--- config.mk ---
export PLATFORM = sky130hd
export DESIGN_NAME = f2i_engine
export DESIGN_NICKNAME = d
export VERILOG_FILES = /design/src/rtl/f2i_engine.sv
export SDC_FILE = /design/constraint.sdc
export NUM_CORES = 1
export LEC_CHECK = 0
export ABC_AREA = 1
export CAP_MARGIN = 10
export CORE_MARGIN = 8
export CORE_UTILIZATION = 29
export CTS_CLUSTER_SIZE = 12
export DETAILED_ROUTE_END_ITERATION = 8
export REMOVE_ABC_BUFFERS = 1
export SETUP_SLACK_MARGIN = 0.3
export SLEW_MARGIN = 20
export SYNTH_ARGS = -nofsm -noshare
export SYNTH_HDL_FRONTEND = slang
export SYNTH_SLANG_ARGS = --single-unit
--- constraint.sdc ---
create_clock -name clk -period 1.5 [get_ports clk]
set_input_delay 0.225 -clock clk [delete_from_list [all_inputs] [get_ports clk]]
set_output_delay 0.225 -clock clk [all_outputs]
set_load 0.005 [all_outputs]
--- src/rtl/f2i_engine.sv ---
// Half-precision float to 16-bit two's-complement integer converter on the byte-wide data-memory port.
// Define F2I_ROUND_EN for round-to-nearest-even; the default build truncates toward zero.
module f2i_engine #(
  parameter logic [7:0] SRC_ADDR = 8'd128,
  parameter logic [7:0] DST_ADDR = 8'd130
) (
  input  logic       clk,
  input  logic       reset,
  input  logic       start,
  output logic       busy,
  output logic       done,
  output logic [7:0] mem_addr,
  output logic       mem_ren,
  output logic       mem_wen,
  output logic [7:0] mem_wdata,
  input  logic [7:0] mem_rdata,
  output logic [2:0] dbg_state
);

  localparam logic [2:0] IDLE  = 3'd0;
  localparam logic [2:0] RD_HI = 3'd1;
  localparam logic [2:0] RD_LO = 3'd2;
  localparam logic [2:0] PREP  = 3'd3;
  localparam logic [2:0] SHIFT = 3'd4;
  localparam logic [2:0] WR_HI = 3'd5;
  localparam logic [2:0] WR_LO = 3'd6;
`ifdef F2I_ROUND_EN
  localparam logic [2:0] ROUND = 3'd7;
  localparam logic [2:0] POST_SHIFT = ROUND;
  // e=14 values can still round up to 1, so they enter the shifter.
  localparam logic [4:0] MIN_EXP = 5'd14;
`else
  localparam logic [2:0] POST_SHIFT = WR_HI;
  localparam logic [4:0] MIN_EXP = 5'd15;
`endif

  logic [2:0]  state_q, state_d;
  logic [7:0]  hi_q, hi_d;
  logic [7:0]  lo_q, lo_d;
  logic [15:0] mag_q, mag_d;
  logic [3:0]  cnt_q, cnt_d;
  logic        left_q, left_d;
  logic        sat_q, sat_d;
  logic        done_q, done_d;
`ifdef F2I_ROUND_EN
  logic        guard_q, guard_d;
  logic        sticky_q, sticky_d;
  logic [16:0] round_sum;
  assign round_sum = {1'b0, mag_q} + {16'd0, guard_q & (sticky_q | mag_q[0])};
`endif

  logic [4:0]  exp_f;
  logic [15:0] result;

  assign exp_f = hi_q[6:2];
  // Saturation values are final; everything else is sign-magnitude converted here.
  assign result = sat_q ? (hi_q[7] ? 16'h8000 : 16'h7FFF)
                        : (hi_q[7] ? (~mag_q + 16'd1) : mag_q);

  assign busy      = (state_q != IDLE);
  assign done      = done_q;
  assign dbg_state = state_q;

  always_comb begin
    state_d   = state_q;
    hi_d      = hi_q;
    lo_d      = lo_q;
    mag_d     = mag_q;
    cnt_d     = cnt_q;
    left_d    = left_q;
    sat_d     = sat_q;
    done_d    = done_q;
`ifdef F2I_ROUND_EN
    guard_d   = guard_q;
    sticky_d  = sticky_q;
`endif
    mem_addr  = 8'h00;
    mem_ren   = 1'b0;
    mem_wen   = 1'b0;
    mem_wdata = 8'h00;
    case (state_q)
      IDLE: begin
        if (start) begin
          state_d = RD_HI;
          done_d  = 1'b0;
        end
      end
      RD_HI: begin
        mem_addr = SRC_ADDR;
        mem_ren  = 1'b1;
        hi_d     = mem_rdata;
        state_d  = RD_LO;
      end
      RD_LO: begin
        mem_addr = SRC_ADDR + 8'd1;
        mem_ren  = 1'b1;
        lo_d     = mem_rdata;
        state_d  = PREP;
      end
      PREP: begin
        sat_d  = 1'b0;
        left_d = 1'b0;
        cnt_d  = 4'd0;
        mag_d  = {5'b0, 1'b1, hi_q[1:0], lo_q};
`ifdef F2I_ROUND_EN
        guard_d  = 1'b0;
        sticky_d = 1'b0;
`endif
        // Shift distance is |e - 25|: the mantissa's LSB sits at 2^(e-25).
        if (exp_f >= 5'd30) begin
          sat_d = 1'b1;
          mag_d = 16'd0;
        end else if (exp_f < MIN_EXP) begin
          mag_d = 16'd0;
        end else if (exp_f > 5'd25) begin
          left_d = 1'b1;
          cnt_d  = 4'(exp_f - 5'd25);
        end else begin
          cnt_d = 4'(5'd25 - exp_f);
        end
        state_d = (cnt_d != 4'd0) ? SHIFT : POST_SHIFT;
      end
      SHIFT: begin
        if (left_q) begin
          mag_d = {mag_q[14:0], 1'b0};
        end else begin
          mag_d = {1'b0, mag_q[15:1]};
`ifdef F2I_ROUND_EN
          guard_d  = mag_q[0];
          sticky_d = sticky_q | guard_q;
`endif
        end
        cnt_d = cnt_q - 4'd1;
        if (cnt_q == 4'd1) state_d = POST_SHIFT;
      end
`ifdef F2I_ROUND_EN
      ROUND: begin
        mag_d = round_sum[15:0];
        if (round_sum == 17'h08000 && !hi_q[7]) sat_d = 1'b1;
        state_d = WR_HI;
      end
`endif
      WR_HI: begin
        mem_addr  = DST_ADDR;
        mem_wen   = 1'b1;
        mem_wdata = result[15:8];
        state_d   = WR_LO;
      end
      WR_LO: begin
        mem_addr  = DST_ADDR + 8'd1;
        mem_wen   = 1'b1;
        mem_wdata = result[7:0];
        state_d   = IDLE;
        done_d    = 1'b1;
      end
      default: state_d = IDLE;
    endcase
  end

  always_ff @(posedge clk or negedge reset) begin
    if (!reset) begin
      state_q  <= IDLE;
      hi_q     <= 8'h00;
      lo_q     <= 8'h00;
      mag_q    <= 16'h0000;
      cnt_q    <= 4'd0;
      left_q   <= 1'b0;
      sat_q    <= 1'b0;
      done_q   <= 1'b0;
`ifdef F2I_ROUND_EN
      guard_q  <= 1'b0;
      sticky_q <= 1'b0;
`endif
    end else begin
      state_q  <= state_d;
      hi_q     <= hi_d;
      lo_q     <= lo_d;
      mag_q    <= mag_d;
      cnt_q    <= cnt_d;
      left_q   <= left_d;
      sat_q    <= sat_d;
      done_q   <= done_d;
`ifdef F2I_ROUND_EN
      guard_q  <= guard_d;
      sticky_q <= sticky_d;
`endif
    end
  end

endmodule

==> metrics, run 1 <==
R2R setup slack -0.30 ns; slowest stage delay, CP 0.39 ns; DRT Pass-1 Iters 5; total negative slack -10.65 ns; Max Clk Rate 498 MHz; CTS HTree Levels 2; synthesized area 2760 sq um; cells after synthesis 381; RSZ-0062 raised after global routing yes; number of I/O port buffers 28; DPL Wire Length 5.89 mm; critical path launch point type flip-flop; share of cells above drive strength 1 58.7%; Syn-to-layout area delta 89.5%; Crit. End Element output pin; switch share 44.8%; Synth cell types 33; async set-reset flop share out of synthesis 100%; #FFs+latches synth 42; Comb pwr share 73.0%; failing checks negative setup slack; worst skew pair latency 0.30 ns; RR Endpoint mag_q[8]; post-layout minimum cycle time 2.01 ns; CTS root buffer clkbuf_8; worst IR drop on VDD 0.841 mV; Setup WS post-layout -0.506 ns; WP data required 1.27 ns; power share of the clock group 7.9%; core box area 9240 sq um; vias in the first global route 3340; first-pass GRT wire length 16.1 mm; total congestion overflow 0; number of flops mapped to enable cells by yosys 0; most used cell, CP nand2_1; Reg area 1060 sq um; design area 5240 sq um; outcome complete, but fails checks; # DRC 0; syn_area_per_cell 7.25 sq um; largest net degree at the start of global routing 43; Starting DRT DRC Count 157; DIE WIDTH 114 microns; Fillers 762; most frequent cells in the layout 73 x buf_4, 67 x nand2_1, 42 x buf_6; R2R depth 11; # IOs 34; post-DR vias/cell 5.04; Crit-path slowest cell dfrtp_1; Crit Path Max Fanout 3; initial core utilization 29.9%; WL final 10.9 mm; GPL Wtd Cong 0.833; Seq/Total Area, Yosys 38.0%; CTS tree built; CP Data Arrival Time 1.78 ns; critical path cell sequence inv_2 -> ha_4 -> nand2_4 -> nor2_4 -> buf_6 -> nand3_2 -> nand2_1 -> nand2_1 -> nand3_2 -> nand2_1 -> nand2_1 -> buf_2; NetSw 0.00525 W; Die Ht 114 microns; Area after DPL 3700 sq um; # diodes 0; reg2reg start dbg_state[2]; Int Power 0.00647 W; cts bufs inserted 5; Layout Nets 552; Post-Route Utilization 56.7%; Setup Crit Path Kind reg2out; Flop pwr share 19.1%; Leak 2.48 nW; total of max-cap violations 0; Primary FF master, synth dfrtp_1; DR vias 3338; most common cell after layout, fill and taps aside buf_4; Ys Warns 0; worst min-delay path category in2async; final worst-path cycle share 134%; Worst-path clk slew 0.08 ns; Pwr Density 2240 nW/um^2; multi-input combinational cell area 2140 sq um; initial antenna violation count 0; num rows 35; CTS Buffer Depth 2; CTS sink count 42; Routed Antenna Nets 0; # setup viols final 49; Hold WS 0.432 ns; Clock Skew 0.00491 ns; GRT Total Usage 15.4%; Slew Viols, Final 0; Fin. Hold Viols 0; die area 12900 sq um; WL/cell 16.5 microns
[cell usage after synthesis (2+ instances only)]
master / count / share of area (%)
a21oi_1: 13 / 2.4
a31oi_2: 2 / 0.91
buf_2: 5 / 0.91
buf_4: 6 / 1.6
buf_6: 2 / 0.81
clkbuf_1: 3 / 0.41
dfrtp_1: 42 / 38
ha_1: 8 / 3.6
inv_1: 42 / 5.7
inv_2: 5 / 0.68
nand2_1: 108 / 15
nand2_2: 3 / 0.68
nand3_1: 42 / 7.6
nand4_1: 3 / 0.68
nor2_1: 24 / 3.3
nor2_2: 3 / 0.68
nor2_4: 4 / 1.6
nor3_1: 2 / 0.36
o2111ai_1: 9 / 2.9
o21ai_0: 32 / 5.8
o21ai_1: 5 / 0.91
o221ai_1: 4 / 1.3
o22ai_1: 3 / 0.68
xor2_1: 2 / 0.63
[metal layers]
layer	track usage, %	up-vias	share of wire (%)
met5	0	-	0
met4	5.33	0	4.0
met3	2.75	38	4.6
met2	28.5	106	53
met1	17.1	1638	39
li1	-	1556	-
[worst max path at each step]
stage | start | endpoint | slack [ns] | cells past startpoint
6_report | mag_q[0] | mem_wdata[4] | -0.51 | 12
3_3_place_gp | mag_q[1] | mem_wdata[2] | -0.54 | 9
3_5_place_dp | mag_q[1] | mem_wdata[2] | -0.58 | 9
2_1_floorplan | mag_q[0] | mem_wdata[6] | -0.007 | 8
5_1_grt | mag_q[0] | mem_wdata[4] | -0.62 | 12
4_1_cts | mag_q[1] | mem_wdata[2] | -0.48 | 11
[power groups by stage]
stage               Combinational, W  Sequential, W  Clock (W)
CTS                          0.00699        0.00208   0.000935
finish                       0.00856        0.00223   0.000926
global route                 0.00912        0.00228   0.000980
floorplan                    0.00243        0.00205          0
detailed placement           0.00481        0.00201          0
global placement             0.00472        0.00200          0
[worst max-delay path, delay by kind of cell (launching register included)]
family | cells | cell delay, ns
flip-flops | 1 | 0.39
adder cells (fa/ha/maj) | 1 | 0.16
AND/OR/NAND/NOR | 8 | 0.57
buffers and inverters | 3 | 0.36
[cell families after synthesis]
logic type	after synthesis	synth area share, %
XOR/XNOR	2	0.634
AO/OA/AOI/OAI	71	15.6
flip-flops	42	38.0
other	1	0.136
AND/OR/NAND/NOR	193	31.6
adder cells (fa/ha/maj)	8	3.62
buffers and inverters	64	10.4
[cell type report]
class	count	area share [%]
multi-input cells	279	40.9
repair buffers	157	29.8
flip-flops and latches	42	20.2
inverters	48	3.87
well taps	129	3.08
clock buffers	6	1.58
clock inverters	1	0.573
[stage by stage]
stage	worst slack (ns)	power (W)	cells
after CTS	-0.484	0.0100	645
after global routing	-0.618	0.0124	662
after floorplan	-0.00697	0.00448	369
after global placement	-0.538	0.00672	599
after detailed placement	-0.584	0.00682	599
final	-0.506	0.0117	662
[registers in the layout, indices dropped and copies added, names as in the netlist]
signal	count
cnt_q	4
mag_q	16
left_q	1
dbg_state	3
done	1
lo_q	8
sat_q	1
hi_q	8
[repair_timing]
action	in CTS	in global routing
gates resized for setup	241	93
hold buffers	1	0
endpoints found under the setup margin	50	59
hold endpoints to repair	42	0
pin swaps	53	34
buffers inserted	35	14
gates cloned	3	3
(Power assumes the default switching activity.)
==> inputs of run 2 (changes only) <==
- PLACE_DENSITY: unset -> 0.57
==> metrics, run 2 (synthesis gave the netlist of run 1 again) <==
GRT Total Usage 14.4% (-0.96 points); Syn-to-layout area delta 78.0%; Crit Path Max Fanout 7 (+4); Leak 2.36 nW (-4.8%); core box area 9240 sq um (unchanged); post-layout minimum cycle time 1.93 ns (-0.0806 ns); WL final 10.0 mm (-8.2%); CTS sink count 42 (unchanged); total congestion overflow 0 (unchanged); die area 12900 sq um (unchanged); WL/cell 15.3 microns (-6.8%); vias in the first global route 3184 (-4.7%); CTS root buffer clkbuf_8; Setup WS post-layout -0.426 ns (+0.0806 ns); CTS Buffer Depth 2 (unchanged); # DRC 0 (unchanged); most common cell after layout, fill and taps aside nand2_1; max reg flops 16 (unchanged); Routed Antenna Nets 0 (unchanged); largest net degree at the start of global routing 43 (unchanged); DRT Pass-1 Iters 4 (-1); Die Ht 114 microns (unchanged); WP data required 1.27 ns (about the same); critical path launch point type flip-flop; Fin. Hold Viols 0 (unchanged); most frequent cells in the layout 78 x nand2_1, 69 x buf_4, 41 x dfrtp_1, 41 x buf_6, 33 x inv_1; design area 4920 sq um (-6.0%); Layout Nets 541 (-2.0%); first-pass GRT wire length 15.3 mm (-4.8%); final worst-path cycle share 128% (-5.4 points); total of max-cap violations 0 (unchanged); worst skew pair latency 0.29 ns (about the same); number of I/O port buffers 28 (unchanged); Area after DPL 3710 sq um (+0.34%); num rows 35 (unchanged); Max Clk Rate 519 MHz (+4.2%); RSZ-0062 raised after global routing yes; Clock Skew 0.00456 ns (-0.000347 ns); DPL Wire Length 6.14 mm (+4.1%); Biggest register mag_q; Hold WS 0.433 ns (+0.000699 ns); CP Data Arrival Time 1.70 ns (-0.08 ns); total negative slack -11.94 ns (-1.29 ns); Top Registers mag_q: 16 flops, hi_q: 8 flops, lo_q: 8 flops; R2R depth 11 (unchanged); # setup viols final 47 (-4.1%); Setup Crit Path Kind reg2out; initial antenna violation count 0 (unchanged); cts bufs inserted 5 (unchanged); # IOs 34 (unchanged); Slew Viols, Final 0 (unchanged); CTS tree built; initial core utilization 29.9% (unchanged); outcome complete, but fails checks; GPL Wtd Cong 0.859 (+3.0%); failing checks negative setup slack; DIE WIDTH 114 microns (unchanged); Setup WS pre-CTS -0.579 ns (+0.00468 ns); Crit. End Element output pin; Post-Route Utilization 53.3% (-3.4 points); Pwr Density 2200 nW/um^2 (-1.6%); # diodes 0 (unchanged); worst IR drop on VDD 0.840 mV (-0.14%); share of cells above drive strength 1 51.6% (-7.1 points); worst min-delay path category in2async; CTS HTree Levels 2 (unchanged); post-DR vias/cell 4.86 (-3.6%); DR vias 3170 (-5.0%); Starting DRT DRC Count 143 (-8.9%); Worst-path clk slew 0.09 ns (about the same)
run 2: cell count changes in the layout (fill, tap and decap cells not counted), moves of 4 or more:
| cell | previous run | this run |
|---|---|---|
| dfrtp_2 | 6 | 1 |
| dfrtp_1 | 36 | 41 |
| nand2_1 | 67 | 78 |
| o21ai_1 | 13 | 18 |
| nand2_2 | 29 | 22 |
| o21ai_2 | 16 | 11 |
| nor2_4 | 12 | 16 |
| nand3_2 | 21 | 17 |
| buf_4 | 73 | 69 |
| nand2_4 | 14 | 10 |
| nand3_1 | 14 | 21 |
run 2: path summary, 6_finish.rpt:
check                                  start            to  slack, ns
worst max-delay path            dbg_state[1]  mem_wdata[1]      -0.43
worst min-delay path                   reset      mag_q[0]       0.43
worst max register to register  dbg_state[1]      mag_q[8]      -0.34
worst min register to register     mag_q[15]     mag_q[14]       0.51
max in group asynchronous              reset  dbg_state[0]       0.82
min in group clk                mem_rdata[0]       lo_q[0]       0.49
run 2: critical path, cell delays in order, from the launching register on:
cell and delay, ns:
dfrtp_1 0.43, inv_2 0.12, nand2_4 0.07, nor2_4 0.11
inv_2 0.06, buf_6 0.11, nor2_4 0.21, o21ai_1 0.10
nand2_1 0.07, buf_2 0.11
run 2: area by class of cell:
type,instances,area (sq um)
clock buffers,6,82.6
repair buffers,146,1410
inverters,48,190
fillers,823,4320
multi-input cells,279,2010
well taps,129,161
flip-flops and latches,42,1050
clock inverters,2,12.5
run 2: per-layer routing:
| metal | routed length (microns) | track usage [%] | vias up |
|---|---|---|---|
| met1 | 4310 | 17.2 | 1551 |
| met5 | 0 | 0 | - |
| li1 | - | - | 1530 |
| met4 | 195 | 3.29 | 0 |
| met3 | 325 | 2.54 | 17 |
| met2 | 5170 | 26.0 | 72 |
run 2: per-stage QoR:
step                total power [W]  instances
floorplan                   0.00448        369
global placement            0.00682        599
detailed placement          0.00694        599
CTS                         0.00935        638
global route                 0.0116        652
finish                       0.0108        652
run 2: timing repair:
item                                   CTS  global route
hold buffers                             1             0
cloned                                   2             2
setup buffers                           28            12
setup endpoints to repair               50            59
endpoints found under the hold margin   42             0
pin swaps                               37            29
resized for setup                      198            91
run 2: where the power goes:
| group | switching (W) | internal (W) | total [W] |
|---|---|---|---|
| clock | 0.000404 | 0.000370 | 0.000774 |
| combinational | 0.00394 | 0.00398 | 0.00792 |
| sequential | 0.000536 | 0.00161 | 0.00214 |
